### src/rtl/gf180mcu_fd_sc_mcu9t5v0__and2_dbnc_if.sv
// Signal bundle for the glitch-filtered AND detector.
// GF180MCU_FD_SC_MCU9T5V0__AND2_DBNC_STICKY_EN adds the clr/zs sticky-flag pair.
interface gf180mcu_fd_sc_mcu9t5v0__and2_dbnc_if;
  logic a1;
  logic a2;
  logic z;
  logic zr;
  logic zf;
  logic busy;
`ifdef GF180MCU_FD_SC_MCU9T5V0__AND2_DBNC_STICKY_EN
  logic clr;
  logic zs;
`endif

  modport master (
    output a1, a2,
`ifdef GF180MCU_FD_SC_MCU9T5V0__AND2_DBNC_STICKY_EN
    output clr,
    input  zs,
`endif
    input  z, zr, zf, busy
  );

  modport slave (
    input  a1, a2,
`ifdef GF180MCU_FD_SC_MCU9T5V0__AND2_DBNC_STICKY_EN
    input  clr,
    output zs,
`endif
    output z, zr, zf, busy
  );
endinterface

### src/rtl/gf180mcu_fd_sc_mcu9t5v0__and2_dbnc.sv
// Synchronised, debounced A1&A2 detector with registered edge pulses.
// GF180MCU_FD_SC_MCU9T5V0__AND2_DBNC_STICKY_EN adds a sticky rise flag (zs) cleared by clr.
module gf180mcu_fd_sc_mcu9t5v0__and2_dbnc #(
  parameter int unsigned SYNC_STAGES = 2,
  parameter int unsigned FILT_CYC    = 4
) (
  input logic clk,
  input logic rn,
  gf180mcu_fd_sc_mcu9t5v0__and2_dbnc_if.slave bus
);

  localparam int unsigned CNT_W = 8;
  localparam logic [CNT_W-1:0] CNT_LAST = CNT_W'(FILT_CYC - 1);
  localparam bit FAST = (FILT_CYC == 1);

  localparam logic [1:0] LO = 2'd0;
  localparam logic [1:0] QH = 2'd1;
  localparam logic [1:0] HI = 2'd2;
  localparam logic [1:0] QL = 2'd3;

  logic [SYNC_STAGES-1:0] a1_sync;
  logic [SYNC_STAGES-1:0] a2_sync;
  logic                   cond;

  logic [1:0]       state_q, state_d;
  logic [CNT_W-1:0] cnt_q, cnt_d;
  logic             z_q, zr_q, zf_q, busy_q;
  logic             z_d, zr_d, zf_d, busy_d;

  // Per-input synchroniser chains
  always_ff @(posedge clk or negedge rn) begin
    if (!rn) begin
      a1_sync <= '0;
      a2_sync <= '0;
    end else begin
      a1_sync <= {a1_sync[SYNC_STAGES-2:0], bus.a1};
      a2_sync <= {a2_sync[SYNC_STAGES-2:0], bus.a2};
    end
  end

  assign cond = a1_sync[SYNC_STAGES-1] & a2_sync[SYNC_STAGES-1];

  // State, counter and registered outputs
  always_ff @(posedge clk or negedge rn) begin
    if (!rn) begin
      state_q <= LO;
      cnt_q   <= '0;
      z_q     <= 1'b0;
      zr_q    <= 1'b0;
      zf_q    <= 1'b0;
      busy_q  <= 1'b0;
    end else begin
      state_q <= state_d;
      cnt_q   <= cnt_d;
      z_q     <= z_d;
      zr_q    <= zr_d;
      zf_q    <= zf_d;
      busy_q  <= busy_d;
    end
  end

  // Next state; terminal compare precedes increment so the counter never wraps
  always_comb begin
    state_d = state_q;
    cnt_d   = cnt_q;
    case (state_q)
      LO: begin
        if (cond) begin
          if (FAST) begin
            state_d = HI;
          end else begin
            state_d = QH;
            cnt_d   = CNT_W'(1);
          end
        end
      end
      QH: begin
        if (!cond) begin
          state_d = LO;
          cnt_d   = '0;
        end else if (cnt_q == CNT_LAST) begin
          state_d = HI;
          cnt_d   = '0;
        end else begin
          cnt_d = cnt_q + CNT_W'(1);
        end
      end
      HI: begin
        if (!cond) begin
          if (FAST) begin
            state_d = LO;
          end else begin
            state_d = QL;
            cnt_d   = CNT_W'(1);
          end
        end
      end
      QL: begin
        if (cond) begin
          state_d = HI;
          cnt_d   = '0;
        end else if (cnt_q == CNT_LAST) begin
          state_d = LO;
          cnt_d   = '0;
        end else begin
          cnt_d = cnt_q + CNT_W'(1);
        end
      end
      default: begin
        state_d = LO;
        cnt_d   = '0;
      end
    endcase

    z_d    = (state_d == HI) || (state_d == QL);
    zr_d   = z_d & ~z_q;
    zf_d   = ~z_d & z_q;
    busy_d = (state_d == QH) || (state_d == QL);
  end

  assign bus.z    = z_q;
  assign bus.zr   = zr_q;
  assign bus.zf   = zf_q;
  assign bus.busy = busy_q;

`ifdef GF180MCU_FD_SC_MCU9T5V0__AND2_DBNC_STICKY_EN
  logic zs_q;

  // Set on the rise edge and held through the ZR cycle, so a clr overlapping the pulse loses
  always_ff @(posedge clk or negedge rn) begin
    if (!rn) begin
      zs_q <= 1'b0;
    end else if (zr_d || zr_q) begin
      zs_q <= 1'b1;
    end else if (bus.clr) begin
      zs_q <= 1'b0;
    end
  end

  assign bus.zs = zs_q;
`endif

endmodule

### src/flat_wrapper.sv
// flat-port wrapper written by rule: the top's interface ports become plain ports
module gf180mcu_fd_sc_mcu9t5v0__and2_dbnc_flat 
#(
  parameter int unsigned SYNC_STAGES = 2,
  parameter int unsigned FILT_CYC    = 4
)
  (clk, rn, bus_a1, bus_a2, bus_z, bus_zr, bus_zf, bus_busy);
  gf180mcu_fd_sc_mcu9t5v0__and2_dbnc_if bus_i ();
  input logic clk;
  input logic rn;
  input wire logic [$bits(bus_i.a1)-1:0] bus_a1;
  input wire logic [$bits(bus_i.a2)-1:0] bus_a2;
  output wire logic [$bits(bus_i.z)-1:0] bus_z;
  output wire logic [$bits(bus_i.zr)-1:0] bus_zr;
  output wire logic [$bits(bus_i.zf)-1:0] bus_zf;
  output wire logic [$bits(bus_i.busy)-1:0] bus_busy;
  assign bus_i.a1 = bus_a1;
  assign bus_i.a2 = bus_a2;
  assign bus_z = bus_i.z;
  assign bus_zr = bus_i.zr;
  assign bus_zf = bus_i.zf;
  assign bus_busy = bus_i.busy;
  gf180mcu_fd_sc_mcu9t5v0__and2_dbnc #(.SYNC_STAGES(SYNC_STAGES), .FILT_CYC(FILT_CYC)) u_core (.clk(clk), .rn(rn), .bus(bus_i));
endmodule
### config.mk
export PLATFORM = sky130hd
export DESIGN_NAME = gf180mcu_fd_sc_mcu9t5v0__and2_dbnc_flat
export DESIGN_NICKNAME = d
export VERILOG_FILES = /design/src/rtl/gf180mcu_fd_sc_mcu9t5v0__and2_dbnc_if.sv /design/src/rtl/gf180mcu_fd_sc_mcu9t5v0__and2_dbnc.sv /design/src/flat_wrapper.sv
export SDC_FILE = /design/constraint.sdc
export NUM_CORES = 1
export LEC_CHECK = 0
export BUFFER_PORTS_ARGS = -buffer_cell sky130_fd_sc_hd__buf_2
export CAP_MARGIN = 15
export CORE_MARGIN = 5
export CORE_UTILIZATION = 50
export DETAILED_ROUTE_END_ITERATION = 7
export HOLD_SLACK_MARGIN = 0.1
export PLACE_DENSITY = 0.81
export SYNTH_ARGS = -nofsm -noshare
export SYNTH_HDL_FRONTEND = slang
export SYNTH_SLANG_ARGS = --single-unit
### constraint.sdc
create_clock -name clk -period 1.8 [get_ports clk]
set_clock_uncertainty 0.1 [all_clocks]
set_input_delay 0.36 -clock clk [delete_from_list [all_inputs] [get_ports clk]]
set_output_delay 0.36 -clock clk [all_outputs]
set_load 0.005 [all_outputs]
==> results.json <==
{
  "status": "complete, no violations",
  "leakagePower_nw": 0.396,
  "finalCriticalPeriod_ns": 1.69,
  "place_inst": 86,
  "slew_violations": 0,
  "synth_area_per_cell_um2": 11.6,
  "die_x_um": 48.5,
  "clockRootBuffer": "clkbuf_4",
  "ir_drop_v": 0.000622,
  "grt-ovfl-total": 0,
  "slowest_delay_ns": 0.46,
  "final_common_cell": "dfrtp_1",
  "viasPerCell": 5.54,
  "grt_use_total": 0.126,
  "drive_gt1_frac": 0.218,
  "core.rowCount": 13,
  "final_hold_viol_count": 0,
  "cts-buffers-inserted": 3,
  "setup_tns_ns": 0,
  "ys_ff_latch": 17,
  "clk_pin_slew_ns": 0.09,
  "cp_max_fo": 6,
  "postCtsSetupRepairBufs": 0,
  "fin_area_um2": 853,
  "grt_pass1_wl_mm": 2.34,
  "max_cap_viol_count": 0,
  "hold_class": "flop to flop",
  "routedWlPerCell_um": 13.3,
  "dr.first_iter.drc_count": 5,
  "worst_pin_slew_ns": 0.370,
  "detailedPlace.worstSlack_ns": 0.123,
  "crit_path_start_kind": "flop",
  "crit_buf_inv": 0,
  "synth_cell_types": 27,
  "syn_nets": 69,
  "cts_tree": "yes",
  "ant_nets": 0,
  "grt_pass1_vias": 554,
  "clk_path_buf_depth": 2,
  "layout.cells.non_filler": 93,
  "place_hpwl_um": 902,
  "slew_headroom": 0.754,
  "start_util": 0.549,
  "setup_ws_ns": 0.111,
  "die_area_mm2": 0.00235,
  "synth_cells": 64,
  "cts_sinks": 17,
  "htreeDepth": 1,
  "grt_max_degree": 18,
  "syn-cell-area_um2": 741,
  "port_buffers": 7,
  "cp_data_required_time_ns": 1.93,
  "crit_path_end_kind": "flop",
  "max_freq_mhz": 592,
  "setup_violations": 0,
  "post_dp_cell_area_um2": 797,
  "antennaDiodeCount": 0,
  "antenna_found_initial": 0,
  "pwr_density_cell_mw_per_mm2": 1150,
  "syn2layout_area_growth_pct": 15.2,
  "yosysWarnings": 0,
  "reg2reg_slack_ns": 0.11,
  "arrival_ns": 1.82,
  "routed_wl_mm": 1.23,
  "critical_path.top_delay_family": "simple AND/OR/NAND/NOR gates",
  "pin_count": 8,
  "gp_congestion": 0.821,
  "core_mm2": 0.00135,
  "rsz0062_at_grt": "no",
  "yosysSeqAreaShare": 0.574,
  "period_share": 0.939,
  "critical_path_class": "flop to flop",
  "power_w": 0.000981,
  "die_height_um": 48.5,
  "slowest_stage": "dfrtp_1",
  "vias": 515,
  "crit_path_cell_trace": "nor4_2 -> and4_4 -> mux2i_1 -> and2_1",
  "final_cell_mix": "17 x dfrtp_1, 7 x buf_2, 6 x nor2_1",
  "nNetsFinal": 84,
  "drc": 0,
  "insertion_delay_ns": 0.28,
  "drt-pass1-iter-count": 2
}
-- through the flow --
step	util	hold slack (ns)
final	0.632	0.258
after global placement	0.590	0.191
after floorplan	-	-0.0356
after CTS	0.632	0.260
after detailed placement	0.590	0.195
after global routing	0.632	0.277
-- cell type report --
cell class              count  area [um^2]
repair buffers             11         72.6
flip-flops and latches     17          425
multi-input cells          41          292
inverters                   5         18.8
clock buffers               4         26.3
fillers                   103          497
well taps                  15         18.8
-- power breakdown --
part,leakage (nW),switching (W),internal (W),total [W]
logic,0.159,0.000154,0.000118,0.000271
registers,0.222,0.0000592,0.000454,0.000513
clock network,0.0150,0.000111,0.0000861,0.000197
-- flip-flops by register name, indices dropped and copies added (netlist names) --
| name | flops |
|---|---|
| u_core.a1_sync | 2 |
| u_core.bus.zr | 1 |
| u_core.bus.z | 1 |
| u_core.bus.zf | 1 |
| u_core.cnt_q | 8 |
| u_core.a2_sync | 2 |
| u_core.state_q | 2 |
-- kinds of logic after synthesis --
group,Yosys count,share of synthesized area
buffers and inverters,6,0.0321
muxes,1,0.0135
xor gates and xnor gates,4,0.0574
adders and majority gates,1,0.0169
DFF,17,0.574
and+or+nand+nor,24,0.191
AOI/OAI and AO/OA,11,0.115
-- Yosys cell counts --
cell type | number | area (um^2)
o2bb2ai_1 | 4 | 35.0
o21ai_0 | 2 | 10.0
a41oi_1 | 1 | 8.76
or2_2 | 1 | 6.26
and2_1 | 3 | 18.8
nor4_2 | 1 | 12.5
o221ai_1 | 1 | 8.76
xor2_2 | 1 | 16.3
a211oi_1 | 1 | 7.51
xnor2_1 | 1 | 8.76
clkbuf_2 | 1 | 5.00
nand3b_1 | 1 | 7.51
and4_4 | 1 | 11.3
and2b_2 | 1 | 8.76
o2111ai_1 | 1 | 8.76
nand4_1 | 2 | 12.5
and3_2 | 1 | 7.51
nand2_1 | 1 | 3.75
xor2_1 | 2 | 17.5
inv_1 | 5 | 18.8
nor2_1 | 6 | 22.5
ha_1 | 1 | 12.5
a31oi_1 | 1 | 6.26
dfrtp_1 | 17 | 425
nor3_1 | 1 | 5.00
nand3_1 | 5 | 25.0
mux2i_1 | 1 | 10.0
-- routing by layer --
layer / track usage / part of all wire / up-vias
met2: 0.198 / 0.45 / 10
met1: 0.146 / 0.47 / 243
met4: 0.0852 / 0.032 / 0
met3: 0.0367 / 0.044 / 5
li1: - / - / 257
met5: 0 / 0 / -
-- path summary, 6_finish.rpt --
path / startpoint / end / cells after the start
setup / recovery: u_core.cnt_q[4] / u_core.bus.zf / 4
hold / removal: u_core.a2_sync[0] / u_core.a2_sync[1] / 0
setup reg to reg: u_core.cnt_q[4] / u_core.bus.zf / 4
hold reg to reg: u_core.a2_sync[0] / u_core.a2_sync[1] / 0
max in group asynchronous: rn / u_core.cnt_q[4] / 2
min in group asynchronous: rn / u_core.bus.zr / 2
-- timing repair --
action	4_1_cts	5_1_grt
resized for setup	0	0
endpoints found under the hold margin	19	0
hold buffers	3	0
(Power assumes the default switching activity.)
